## src/rtl/uart_rx_if.sv

```systemverilog
// uart_rx_if: register-block side of the UART receiver.
//
// Groups the receive FIFO read port, FIFO status, and the sticky error flags.
//   fifo_rd_en      master -> slave  pop one character (ignored when empty)
//   fifo_rd_data    slave  -> master character popped by the previous fifo_rd_en
//   fifo_clear      master -> slave  single-cycle FIFO flush
//   fifo_full       slave  -> master FIFO holds its full depth
//   fifo_empty      slave  -> master FIFO holds nothing
//   err_clear       master -> slave  clears all sticky error flags
//   overflow_error  slave  -> master a character was dropped on a full FIFO
//   parity_error    slave  -> master a parity mismatch was received
//   frame_error     slave  -> master a stop bit was sampled low
//
// Handshake: the read side is a pop/valid-next-cycle port. fifo_empty low is
// the "valid" indication; a cycle with fifo_rd_en high while fifo_empty is low
// is a completed pop, and fifo_rd_data holds that character from the next clk
// onward until the next completed pop. fifo_rd_en while empty is ignored.
interface uart_rx_if;
   logic       fifo_rd_en;
   logic [7:0] fifo_rd_data;
   logic       fifo_clear;
   logic       fifo_full;
   logic       fifo_empty;
   logic       err_clear;
   logic       overflow_error;
   logic       parity_error;
   logic       frame_error;

   modport master (
      output fifo_rd_en, fifo_clear, err_clear,
      input  fifo_rd_data, fifo_full, fifo_empty,
      input  overflow_error, parity_error, frame_error
   );

   modport slave (
      input  fifo_rd_en, fifo_clear, err_clear,
      output fifo_rd_data, fifo_full, fifo_empty,
      output overflow_error, parity_error, frame_error
   );
endinterface

```

## src/rtl/uart_rx.sv

```systemverilog
// uart_rx: receive half of the UART.
//
// Deserialises the asynchronous serial line using a shared 16x oversampling
// strobe, checks parity and stop bits, and pushes characters into an internal
// synchronous FIFO drained through the bus interface.
//
// Ports:
//   clk, rst_n   clock, synchronous active-low reset
//   parity       1 = even parity bit present
//   data_bits    data bits = 5 + value
//   stop_bits    0 = one stop bit, 1 = two stop bits
//   rx_strb      one-clk pulse at 16x baud
//   rx_strb_en   requests the strobe; generator restarts its divider on the rise
//   rx_line      serial line, asynchronous, idle high
//   dbg_state    current FSM state (debug)
//   bus          FIFO read port, FIFO status, sticky error flags (slave side)
module uart_rx #(
   parameter int FIFO_DEPTH = 16
) (
   input  logic       clk,
   input  logic       rst_n,
   input  logic       parity,
   input  logic [1:0] data_bits,
   input  logic       stop_bits,
   input  logic       rx_strb,
   output logic       rx_strb_en,
   input  logic       rx_line,
   output logic [2:0] dbg_state,
   uart_rx_if.slave   bus
);

   localparam int AW = $clog2(FIFO_DEPTH);

   typedef enum logic [2:0] {
      IDLE   = 3'd0,
      START  = 3'd1,
      DATA   = 3'd2,
      PARITY = 3'd3,
      STOP0  = 3'd4,
      STOP1  = 3'd5
   } state_t;

   // ---------------------------------------------------------------- sync
   logic rx_meta, rx_s, rx_prev;

   always_ff @(posedge clk) begin
      if (!rst_n) begin
         rx_meta <= 1'b1;
         rx_s    <= 1'b1;
         rx_prev <= 1'b1;
      end else begin
         rx_meta <= rx_line;
         rx_s    <= rx_meta;
         rx_prev <= rx_s;
      end
   end

   logic fall;
   assign fall = rx_prev & ~rx_s;

   // ----------------------------------------------------------------- fsm
   state_t     state;
   logic [3:0] smp_cnt;
   logic [3:0] cnt_next;
   logic       s6, s7;
   logic       decision;
   logic [7:0] shift_reg;
   logic [2:0] bit_cnt;
   logic [2:0] last_bit;
   logic       run_par;
   logic       cfg_parity;
   logic [1:0] cfg_data_bits;
   logic       cfg_stop_bits;
   logic       par_pend;
   logic       frm_pend;
   logic       push_req;
   logic       strb_en;
   logic [7:0] char_rj;

   // Sample points are named by the counter value reached at that strobe, so
   // the start bit is validated on the 8th strobe after enable.
   assign cnt_next = smp_cnt + 4'd1;
   assign decision = (s6 & s7) | (s6 & rx_s) | (s7 & rx_s);
   assign last_bit = {1'b0, cfg_data_bits} + 3'd4;
   // Bits arrive LSB first into the MSB end; shorter characters sit high.
   assign char_rj  = shift_reg >> (2'd3 - cfg_data_bits);

   always_ff @(posedge clk) begin
      if (!rst_n) begin
         state         <= IDLE;
         strb_en       <= 1'b0;
         smp_cnt       <= 4'd0;
         s6            <= 1'b1;
         s7            <= 1'b1;
         shift_reg     <= 8'd0;
         bit_cnt       <= 3'd0;
         run_par       <= 1'b0;
         cfg_parity    <= 1'b0;
         cfg_data_bits <= 2'd0;
         cfg_stop_bits <= 1'b0;
         par_pend      <= 1'b0;
         frm_pend      <= 1'b0;
         push_req      <= 1'b0;
      end else begin
         push_req <= 1'b0;
         case (state)
            IDLE: begin
               strb_en <= 1'b0;
               if (fall) begin
                  cfg_parity    <= parity;
                  cfg_data_bits <= data_bits;
                  cfg_stop_bits <= stop_bits;
                  smp_cnt       <= 4'd0;
                  shift_reg     <= 8'd0;
                  bit_cnt       <= 3'd0;
                  run_par       <= 1'b0;
                  par_pend      <= 1'b0;
                  frm_pend      <= 1'b0;
                  strb_en       <= 1'b1;
                  state         <= START;
               end
            end
            default: begin
               if (rx_strb) begin
                  smp_cnt <= cnt_next;
                  if (cnt_next == 4'd6) s6 <= rx_s;
                  if (cnt_next == 4'd7) s7 <= rx_s;
                  if (cnt_next == 4'd8) begin
                     case (state)
                        START: begin
                           if (!decision) begin
                              state <= DATA;
                           end else begin
                              // High at mid start bit: a glitch, not a frame.
                              state   <= IDLE;
                              strb_en <= 1'b0;
                           end
                        end
                        DATA: begin
                           shift_reg <= {decision, shift_reg[7:1]};
                           run_par   <= run_par ^ decision;
                           bit_cnt   <= bit_cnt + 3'd1;
                           if (bit_cnt == last_bit)
                              state <= cfg_parity ? PARITY : STOP0;
                        end
                        PARITY: begin
                           if (decision != run_par) par_pend <= 1'b1;
                           state <= STOP0;
                        end
                        STOP0: begin
                           if (!decision) frm_pend <= 1'b1;
                           if (cfg_stop_bits) begin
                              state <= STOP1;
                           end else begin
                              state    <= IDLE;
                              strb_en  <= 1'b0;
                              push_req <= 1'b1;
                           end
                        end
                        STOP1: begin
                           if (!decision) frm_pend <= 1'b1;
                           state    <= IDLE;
                           strb_en  <= 1'b0;
                           push_req <= 1'b1;
                        end
                        default: begin
                           state   <= IDLE;
                           strb_en <= 1'b0;
                        end
                     endcase
                  end
               end
            end
         endcase
      end
   end

   assign rx_strb_en = strb_en;
   assign dbg_state  = state;

   // ---------------------------------------------------------------- fifo
   // char_rj, par_pend and frm_pend stay stable in the push cycle: a new start
   // edge in that same cycle only updates them at its end.
   logic [7:0]  mem [FIFO_DEPTH];
   logic [AW:0] wr_ptr, rd_ptr;
   logic [AW:0] count;
   logic        full, empty;
   logic        do_pop, do_push, ovf_set;
   logic [7:0]  rd_data;
   logic        ovf_err, par_err, frm_err;

   assign count = wr_ptr - rd_ptr;
   assign full  = (count == (AW+1)'(FIFO_DEPTH));
   assign empty = (count == '0);

   // Pop is taken first, so a push on a full FIFO with a pop succeeds.
   assign do_pop  = bus.fifo_rd_en & ~empty & ~bus.fifo_clear;
   assign do_push = push_req & ~bus.fifo_clear & (~full | do_pop);
   assign ovf_set = push_req & ~bus.fifo_clear & full & ~do_pop;

   always_ff @(posedge clk) begin
      if (!rst_n) begin
         wr_ptr  <= '0;
         rd_ptr  <= '0;
         rd_data <= 8'd0;
      end else if (bus.fifo_clear) begin
         wr_ptr <= '0;
         rd_ptr <= '0;
      end else begin
         if (do_pop) begin
            rd_data <= mem[rd_ptr[AW-1:0]];
            rd_ptr  <= rd_ptr + 1'b1;
         end
         if (do_push) wr_ptr <= wr_ptr + 1'b1;
      end
   end

   always_ff @(posedge clk) begin
      if (do_push) mem[wr_ptr[AW-1:0]] <= char_rj;
   end

   // Sticky flags: a set in the same cycle as err_clear wins.
   always_ff @(posedge clk) begin
      if (!rst_n) begin
         ovf_err <= 1'b0;
         par_err <= 1'b0;
         frm_err <= 1'b0;
      end else begin
         ovf_err <= (ovf_err & ~bus.err_clear) | ovf_set;
         par_err <= (par_err & ~bus.err_clear) | (push_req & par_pend);
         frm_err <= (frm_err & ~bus.err_clear) | (push_req & frm_pend);
      end
   end

   assign bus.fifo_rd_data   = rd_data;
   assign bus.fifo_full      = full;
   assign bus.fifo_empty     = empty;
   assign bus.overflow_error = ovf_err;
   assign bus.parity_error   = par_err;
   assign bus.frame_error    = frm_err;

endmodule

```

## src/flat_wrapper.sv

```systemverilog
// flat-port wrapper written by rule: the top's interface ports become plain ports
module uart_rx_flat 
#(
   parameter int FIFO_DEPTH = 16
)
  (clk, rst_n, parity, data_bits, stop_bits, rx_strb, rx_strb_en, rx_line, dbg_state, bus_fifo_rd_en, bus_fifo_clear, bus_err_clear, bus_fifo_rd_data, bus_fifo_full, bus_fifo_empty, bus_overflow_error, bus_parity_error, bus_frame_error);
  uart_rx_if bus_i ();
  input  logic clk;
  input  logic rst_n;
  input  logic parity;
  input  logic [1:0] data_bits;
  input  logic stop_bits;
  input  logic rx_strb;
  output logic rx_strb_en;
  input  logic rx_line;
  output logic [2:0] dbg_state;
  input wire logic [$bits(bus_i.fifo_rd_en)-1:0] bus_fifo_rd_en;
  input wire logic [$bits(bus_i.fifo_clear)-1:0] bus_fifo_clear;
  input wire logic [$bits(bus_i.err_clear)-1:0] bus_err_clear;
  output wire logic [$bits(bus_i.fifo_rd_data)-1:0] bus_fifo_rd_data;
  output wire logic [$bits(bus_i.fifo_full)-1:0] bus_fifo_full;
  output wire logic [$bits(bus_i.fifo_empty)-1:0] bus_fifo_empty;
  output wire logic [$bits(bus_i.overflow_error)-1:0] bus_overflow_error;
  output wire logic [$bits(bus_i.parity_error)-1:0] bus_parity_error;
  output wire logic [$bits(bus_i.frame_error)-1:0] bus_frame_error;
  assign bus_i.fifo_rd_en = bus_fifo_rd_en;
  assign bus_i.fifo_clear = bus_fifo_clear;
  assign bus_i.err_clear = bus_err_clear;
  assign bus_fifo_rd_data = bus_i.fifo_rd_data;
  assign bus_fifo_full = bus_i.fifo_full;
  assign bus_fifo_empty = bus_i.fifo_empty;
  assign bus_overflow_error = bus_i.overflow_error;
  assign bus_parity_error = bus_i.parity_error;
  assign bus_frame_error = bus_i.frame_error;
  uart_rx #(.FIFO_DEPTH(FIFO_DEPTH)) u_core (.clk(clk), .rst_n(rst_n), .parity(parity), .data_bits(data_bits), .stop_bits(stop_bits), .rx_strb(rx_strb), .rx_strb_en(rx_strb_en), .rx_line(rx_line), .dbg_state(dbg_state), .bus(bus_i));
endmodule
```

## config.mk

```make
export PLATFORM = sky130hd
export DESIGN_NAME = uart_rx_flat
export DESIGN_NICKNAME = d
export VERILOG_FILES = /design/src/rtl/uart_rx_if.sv /design/src/rtl/uart_rx.sv /design/src/flat_wrapper.sv
export SDC_FILE = /design/constraint.sdc
export NUM_CORES = 1
export LEC_CHECK = 0
export CAP_MARGIN = 40
export CORE_ASPECT_RATIO = 0.9
export CORE_MARGIN = 2
export CORE_UTILIZATION = 63
export CTS_BUF_LIST = sky130_fd_sc_hd__clkbuf_8
export CTS_CLUSTER_DIAMETER = 30
export CTS_CLUSTER_SIZE = 40
export DETAILED_ROUTE_END_ITERATION = 10
export PLACE_DENSITY = 0.83
export SYNTH_ARGS = -nofsm -noshare
export SYNTH_HDL_FRONTEND = slang
export SYNTH_SLANG_ARGS = --single-unit
```

## constraint.sdc

```tcl
create_clock -name clk -period 3.85 [get_ports clk]
set_input_delay 0.385 -clock clk [delete_from_list [all_inputs] [get_ports clk]]
set_output_delay 0.385 -clock clk [all_outputs]
set_load 0.02 [all_outputs]
```

== Word-level counts from Yosys, hierarchy flattened ==
Memory sizes are Yosys's and may differ from the RTL's. A register that Yosys moved wholly into a read port is not among the register bits.
Index checks and enable logic that the tools add are counted.

* Register bits after elaboration: 45
* RAM bits: 128
* Bits of input ports: 11
* Output and inout bits: 17
* Word-level logic and storage cells: 151
* Memories kept: 1

* Add/subtract/negate cells: 7
* Equal/unequal tests: 17
* Shifts and indexed selects: 1
* Muxes and demuxes: 48
* Bitwise logic cells: 32
* Reductions and logical operators: 23

{| class="wikitable"
|+ Memory list
! name !! words !! bits a word !! rd ports !! clocked after memory_dff !! wr ports !! RTL line !! RTL
|-
| u_core.mem || 16 || 8 || 1 || 1 || 1 || uart_rx.sv:184 || <nowiki>logic [7:0] mem [FIFO_DEPTH];</nowiki>
|}

{| class="wikitable"
|+ Operator list
! cell !! count
|-
| 8-bit two-way mux || 5
|-
| 3-bit two-way mux || 12
|-
| 1-bit two-way mux || 24
|-
| 1-bit AND || 15
|-
| 5-bit AND reduction || 3
|-
| 4-bit two-way mux || 3
|-
| 3-bit case mux with 4 select lines || 1
|-
| 2-bit nonzero test || 6
|-
| 5-bit by 1-bit adder with 5-bit output (second input constant) || 2
|-
| 1-bit inverter || 10
|-
| 4-bit by 3-bit equality test with 1-bit output (second input constant) || 2
|-
| 4-bit AND reduction || 2
|-
| 8-bit by 2-bit right shift with 8-bit output || 1
|-
| 3-bit by 2-bit equality test with 1-bit output (second input constant) || 2
|-
| 3-bit equality test (second input constant) || 2
|-
| 3-bit by 1-bit != test with 1-bit output (second input constant) || 2
|-
| 1-bit bitwise OR || 6
|-
| 2-bit AND reduction || 3
|-
| 3-bit AND reduction || 2
|-
| 2-bit OR reduction || 3
|-
| 5-bit equality test (second input constant) || 1
|-
| 5-bit logical NOT || 1
|-
| 5-bit subtractor || 1
|-
| 4-bit by 1-bit adder with 4-bit output (second input constant) || 1
|-
| other kinds (17) || 18
|}

== Logic depth before layout (Yosys ltp) ==
Gate-level depths: netlist (run 1).

* Depth in word-level cells: 9
* Depth in mapped cells: 10

== Least setup slack after synthesis (run 1) ==
Ideal clock, no wire load.

* Path type: register to register
* From: register u_core.rd_ptr[1]
* To: memory u_core.mem[12][0], enable pin
* Library setup time: 278 ps
* Arrival: 2991 ps
* Setup slack: 581 ps
* Cell stages (with the launch flop): 11
* Clock period less this slack: 3269 ps
* Path through: dfxtp_1 clkbuf_1 inv_1 ha_1 nor2b_4 o211a_1 or3_4 a2111oi_4 a21boi_2 buf_6 and3_1

* Elaborated cells on any way between the ends: 11

{| class="wikitable"
|+ RTL lines
! element !! RTL line !! RTL
|-
| start: declaration || uart_rx.sv:185 || <nowiki>logic [AW:0] wr_ptr, rd_ptr;</nowiki>
|-
| start signal: assignment || uart_rx.sv:212 || <nowiki>rd_ptr <= rd_ptr + 1'b1;</nowiki>
|-
| 5-bit subtractor || uart_rx.sv:192 || <nowiki>assign count = wr_ptr - rd_ptr;</nowiki>
|-
| 5-bit equality test || uart_rx.sv:193 || <nowiki>assign full = (count == (AW+1)'(FIFO_DEPTH));</nowiki>
|-
| net bus_fifo_full || flat_wrapper.sv:21 || <nowiki>output wire logic [$bits(bus_i.fifo_full)-1:0] bus_fifo_full;</nowiki>
|-
| 1-bit inverter || uart_rx.sv:198 || <nowiki>assign do_push = push_req & ~bus.fifo_clear & (~full | do_pop);</nowiki>
|-
| 1-bit bitwise OR || uart_rx.sv:198 ||
|-
| 1-bit AND || uart_rx.sv:198 ||
|-
| 1-bit two-way mux || uart_rx.sv:219 || <nowiki>if (do_push) mem[wr_ptr[AW-1:0]] <= char_rj;</nowiki>
|-
| 1-bit two-way mux (not written as such) || uart_rx.sv:219 ||
|-
| end: declaration || uart_rx.sv:184 ||
|}

The timed path passes the listed nets, and every way through them passes these cells.

== Worst setup path after layout (run 1) ==
* From: register u_core.wr_ptr[1]
* To: output port bus_fifo_full

* Longest elaborated chain between the ends: 2

{| class="wikitable"
|+ RTL lines
! element !! RTL line !! RTL
|-
| start: declaration || uart_rx.sv:185 ||
|-
| start signal: assignment || uart_rx.sv:214 || <nowiki>if (do_push) wr_ptr <= wr_ptr + 1'b1;</nowiki>
|-
| 5-bit subtractor || uart_rx.sv:192 ||
|-
| 5-bit equality test || uart_rx.sv:193 ||
|-
| end: declaration || flat_wrapper.sv:21 ||
|}

No other way between the ends.

==> results of run 1 <==
[synthesized netlist by cell type (all sizes together), types with 4 or more instances]
| cell | n | area (µm²) |
|---|---|---|
| a21boi | 9 | 71.3 |
| a21oi | 14 | 70.1 |
| and2 | 7 | 43.8 |
| and3 | 15 | 93.8 |
| buf | 8 | 45.0 |
| clkbuf | 19 | 71.3 |
| dfxtp | 53 | 1060 |
| edfxtp | 128 | 3840 |
| ha | 13 | 163 |
| inv | 13 | 48.8 |
| mux2i | 25 | 250 |
| mux4 | 32 | 721 |
| nand2 | 42 | 158 |
| nand2b | 10 | 62.6 |
| nand3 | 18 | 90.1 |
| nand4 | 4 | 25.0 |
| nor2 | 26 | 97.6 |
| nor2b | 24 | 158 |
| nor3 | 4 | 20.0 |
| o21ai | 17 | 85.1 |
| o22ai | 19 | 119 |
| xnor2 | 5 | 43.8 |
| xor2 | 5 | 43.8 |
[worst register-to-register path, delay by kind of cell, from the launching register on]
kind                       cells  cell delay [ns]
and+or+nand+nor                3             0.95
DFF                            1             0.45
adders and majority gates      1             0.30
AOI/OAI and AO/OA              3             1.12
[how the worst max path moves through the flow]
stage	from	end	slack, ns	depth (start not counted)
4_1_cts	u_core.wr_ptr[1]	bus_fifo_full	0.17	6
3_5_place_dp	u_core.wr_ptr[1]	bus_fifo_full	0.70	6
3_3_place_gp	u_core.wr_ptr[1]	bus_fifo_full	0.82	6
6_report	u_core.wr_ptr[1]	bus_fifo_full	0.19	6
5_1_grt	u_core.rd_ptr[3]	bus_fifo_full	0.04	7
2_1_floorplan	u_core.rd_ptr[1]	u_core.mem[12][0]	0.58	10
[cell type report]
class                      instances  area (µm²)  area share (%)
tap                              160         200            2.33
clock inverter                    13         134            1.56
multi-input combinational        320        2620            30.5
inverter                          13        48.8           0.568
timing repair buffer              43         413            4.81
sequential                       181        4910            57.1
clock buffer                      19         262            3.05
[kinds of logic after synthesis]
| logic type | count (synthesis) | synth area share [%] |
|---|---|---|
| xor gates and xnor gates | 10 | 1.14 |
| adders and majority gates | 14 | 2.25 |
| DFF | 181 | 63.9 |
| and+or+nand+nor | 159 | 10.7 |
| buffers and inverters | 40 | 2.15 |
| muxes | 58 | 12.8 |
| AOI/OAI and AO/OA | 79 | 7.06 |
[layer usage]
metal | track usage, % | wire (µm) | vias to the layer above
li1 | - | - | 2116
met1 | 36.5 | 6590 | 2342
met2 | 41.4 | 7710 | 212
met3 | 6.07 | 1230 | 23
met4 | 8.97 | 285 | 0
met5 | 0 | 0 | -
[through the flow]
stage	hold WS, ns	power (mW)	worst slack (ns)	utilization, %
after floorplan	0.386	2.15	0.581	-
after global placement	0.396	2.17	0.822	67.8
after detailed placement	0.394	2.17	0.700	68.1
after CTS	0.414	3.39	0.168	71.4
after global routing	0.451	3.47	0.0364	71.6
final	0.412	3.38	0.194	71.6
[power groups by stage]
stage / Clock (mW) / Sequential, mW / Combinational, mW
floorplan: 0 / 2.11 / 0.0367
detailed placement: 0 / 2.11 / 0.0574
finish: 1.25 / 2.07 / 0.0591
CTS: 1.26 / 2.07 / 0.0577
global route: 1.34 / 2.07 / 0.0648
global placement: 0 / 2.11 / 0.0555
==> results_dict.tcl, run 1 <==
set metrics [dict create \
    status "complete, no violations" \
    drc 0 \
    p_clk_share_pct 37.0 \
    final_area_um2 8580 \
    min_from "u_core.rx_meta" \
    relSlewSlack_pct 52.0 \
    rr_worst_depth 7 \
    critPathKind "register to primary output" \
    whs_path_depth 1 \
    synthToLayoutAreaGrowth_pct 11.9 \
    cts_inserted_buffers 17 \
    cp_top_family "compound AO/OA/AOI/OAI gates" \
    r2r_setup_slack_ns 0.73 \
    ir_drop_uv 281 \
    cp-end-kind "primary output" \
    n_antenna_cell 0 \
    slowest_stage "clkdlybuf4s50_1" \
    grt_use_total_pct 26.1 \
    nFillCells 803 \
    layout_common_cells "edfxtp_1 (128), dfxtp_1 (52), nand2_1 (42)" \
    r2r_start "u_core.wr_ptr[1]" \
    synth_seq_cells 181 \
    netlist_instances 541 \
    drtIter0Drc 493 \
    antenna_found_initial 0 \
    final_cells 749 \
    async_flop_share_pct 0 \
    crit_chain "ha_1 > nor2b_4 > o211a_1 > or3_4 > a2111oi_4 > clkdlybuf4s50_1" \
    worstPathRequired_ns 3.46 \
    cp_num_buf_inv 1 \
    rows 38 \
    core_um2 12000 \
    ys.warnings.count 0 \
    dieArea_um2 13100 \
    holdPathEnd "u_core.rx_s" \
    clk_path_buf_depth 2 \
    viasPerCell 6.27 \
    cap_violations 0 \
    ioPinCount 28 \
    io_buffer_count 27 \
    worstPathMaxFanout 7 \
    cts_tree "built" \
    syn_nets 565 \
    timing.final.crit_share_pct 95.0 \
    grt_pass1_vias 4561 \
    vias 4693 \
    die_h_um 109 \
    mostFrequentLayoutCell "edfxtp_1" \
    synth_flop_cell "edfxtp_1" \
    gp_congestion 0.878 \
    setup_viol 0 \
    cts_root_buf "clkbuf_8" \
    power.internal_mw 2.69 \
    p_sw_uw 686 \
    grt_max_degree 36 \
    grt_pass1_wl_mm 25.0 \
    yosysSeqAreaShare_pct 63.9 \
    r2r-end "u_core.mem[13][4]" \
    p_leak_nw 2.70 \
    dpl.cell_count 715 \
    startpoint_type "register" \
    worst_pin_slew_ns 0.720 \
    wl_per_cell_um 21.1 \
    insertion_delay_ns 0.46 \
    comb_power_share_pct 1.7 \
    min_period_ns 3.66 \
    hold_class "register to register" \
    largest_reg_flops 128 \
    cellPowerDensity_nw_per_um2 394 \
    finalMaxSlewViolations 0 \
    cts-htree-levels 4 \
    clk_pin_slew_ns 0.09 \
    drt_wl_total_mm 15.8 \
    rsz0062_at_grt "no" \
    fp.dieW_um 120 \
    start_util_pct 64.0 \
    synth_edf_count 128 \
    clock_sinks 181 \
    fin_skew_ns 0.0129 \
    syn_area_um2 7670 \
    dpl_cell_area_um2 8160 \
    cts_hold_buf 0 \
    ctsResizeCount 0 \
    ant_nets 0 \
    hpwlAfterDp_mm 10.9 \
    final-hold-violation-count 0 \
    switching_share_pct 20.3 \
    ys_types 55 \
    fin_nets 600 \
    grt_remaining_overflow 0 \
    fmax_ghz 0.274 \
    first_pass_iters 5 \
    drive_gt1_share_pct 16.1 \
    power_frac_seq_pct 61.2 \
    syn_avg_cell_area_um2 14.2 \
    arrival_ns 3.27 \
    critPathMaxStageDelay_ns 0.71 \
    post_cts_buffers 0 \
    fin_tns_setup_ns 0 \
]
Power figures use the tool's default switching activity.
==> run 2: changes to the inputs <==
--- a/config.mk
+++ b/config.mk
@@ -7,7 +7,7 @@
 export LEC_CHECK = 0
 export CAP_MARGIN = 40
 export CORE_ASPECT_RATIO = 0.9
-export CORE_MARGIN = 2
+export CORE_MARGIN = 4
 export CORE_UTILIZATION = 63
 export CTS_BUF_LIST = sky130_fd_sc_hd__clkbuf_8
 export CTS_CLUSTER_DIAMETER = 30
==> run 2 against run 1 <==
- cell count down 0.67%
- utilization rose by 2.0 points
- combinational power about the same
- fmax is 1.4% lower
- global-route usage fell by 1.0 points
- non-clock buffer count down 1
- clock skew is 0.0018 ns higher
- wire length is 5.9% higher
- sequential share of layout area hardly changed
- sequential cell count is the same
- power increased by 0.57%
- largest cell class unchanged
==> results_dict.tcl, run 2 (same netlist as run 1, synthesis figures left out) <==
set metrics [dict create \
    met2WireLength_mm 7.75 \
    slowest_stage "clkdlybuf4s50_1" \
    gp_congestion 0.920 \
    top_layer "met4" \
    hold_class "register to register" \
    fin_tns_setup_ns 0 \
    cellPowerDensity_nw_per_um2 396 \
    first_pass_iters 5 \
    met1_length_mm 7.25 \
    viasPerCell 6.32 \
    grt_use_total_pct 25.1 \
    whs_path_depth 1 \
    grt_max_degree 36 \
    worst_pin_slew_ns 0.782 \
    startpoint_type "register" \
    post_cts_buffers 0 \
    finalMaxSlewViolations 0 \
    io_buffer_count 27 \
    rows 37 \
    setup_viol 0 \
    fp.dieW_um 124 \
    insertion_delay_ns 0.46 \
    arrival_ns 3.32 \
    fin_skew_ns 0.0147 \
    grt_pass1_vias 4520 \
    layout_common_cells "edfxtp_1 (128), dfxtp_1 (52), nand2_1 (42)" \
    ant_nets 0 \
    fmax_ghz 0.270 \
    largest_reg_flops 128 \
    cts_inserted_buffers 17 \
    ioPinCount 28 \
    cts-htree-levels 4 \
    clock_sinks 181 \
    status "complete, no violations" \
    synthToLayoutAreaGrowth_pct 11.9 \
    nFillCells 738 \
    rr_worst_depth 7 \
    drive_gt1_share_pct 16.2 \
    critPathMaxStageDelay_ns 0.72 \
    n_antenna_cell 0 \
    clk_pin_slew_ns 0.10 \
    final-hold-violation-count 0 \
    wl_per_cell_um 22.5 \
    drc 0 \
    p_leak_nw 2.71 \
    drt_wl_total_mm 16.8 \
    ctsResizeCount 0 \
    final_cells 744 \
    mostFrequentLayoutCell "edfxtp_1" \
    die_h_um 113 \
    start_util_pct 65.8 \
    rsz0062_at_grt "no" \
    cts_root_buf "clkbuf_8" \
    grt_pass1_wl_mm 26.6 \
    clk_path_buf_depth 2 \
    drtIter0Drc 615 \
    cp.depth 6 \
    core_um2 11700 \
    relSlewSlack_pct 47.8 \
    wl_met3_mm 1.57 \
    vias 4699 \
    antenna_found_initial 0 \
    holdWs_ns 0.416 \
    ir_drop_uv 305 \
    cap_violations 0 \
    worstPathRequired_ns 3.46 \
    dpl.cell_count 711 \
    crit_chain "ha_1 > nor2b_4 > o211a_1 > or3_4 > a2111oi_4 > clkdlybuf4s50_1" \
    cp-end-kind "primary output" \
    grt_remaining_overflow 0 \
    cts_tree "built" \
    timing.final.crit_share_pct 96.3 \
    cp_top_family "compound AO/OA/AOI/OAI gates" \
    cp_num_buf_inv 1 \
    dieArea_um2 14000 \
    worstPathMaxFanout 7 \
    cts_hold_buf 0 \
    hpwlAfterDp_mm 11.6 \
    fin_nets 599 \
    min_period_ns 3.71 \
    critPathKind "register to primary output" \
]
==> run 2: cell type report <==
cell class / count / area [µm²] / area share [%]
clock buffers: 17 / 234 / 2.72
clock inverters: 15 / 180 / 2.10
inverters: 13 / 48.8 / 0.568
multi-input cells: 320 / 2620 / 30.5
flip-flops and latches: 181 / 4910 / 57.1
well taps: 156 / 195 / 2.27
repair buffers: 42 / 402 / 4.68
==> run 2: power by group <==
part	switching (mW)	leakage, nW	internal [mW]	total (mW)
clock	0.770	0.204	0.499	1.27
sequential	0.00785	1.52	2.06	2.07
combinational	0.0334	0.984	0.0259	0.0593
==> run 2: final timing paths <==
check        slack, ns          endpoint              from
max               0.14     bus_fifo_full  u_core.wr_ptr[1]
min               0.42       u_core.rx_s    u_core.rx_meta
max reg2reg       0.66  u_core.mem[9][4]  u_core.wr_ptr[1]
min reg2reg       0.42       u_core.rx_s    u_core.rx_meta
==> run 2: per-stage QoR <==
step	worst slack (ns)	cell area [µm²]	total power, mW	utilization (%)
after CTS	0.155	8580	3.42	73.5
after floorplan	0.581	7670	2.15	-
after global routing	0.0301	8590	3.51	73.6
after global placement	0.761	8110	2.17	69.5
final	0.142	8590	3.40	73.6
after detailed placement	0.671	8170	2.17	70.0
==> run 2: metal layers <==
| metal | GRT usage, % | up-vias |
|---|---|---|
| li1 | - | 2118 |
| met1 | 37.4 | 2314 |
| met2 | 37.9 | 253 |
| met3 | 6.18 | 14 |
| met4 | 6.50 | 0 |
| met5 | 0 | - |
==> run 3: changes to the inputs <==
--- a/config.mk
+++ b/config.mk
@@ -17,3 +17,4 @@
 export SYNTH_ARGS = -nofsm -noshare
 export SYNTH_HDL_FRONTEND = slang
 export SYNTH_SLANG_ARGS = --single-unit
+export TNS_END_PERCENT = 20
==> results of run 3 <==
Same layout as run 2: the final DEF is identical, and so are final timing and power.
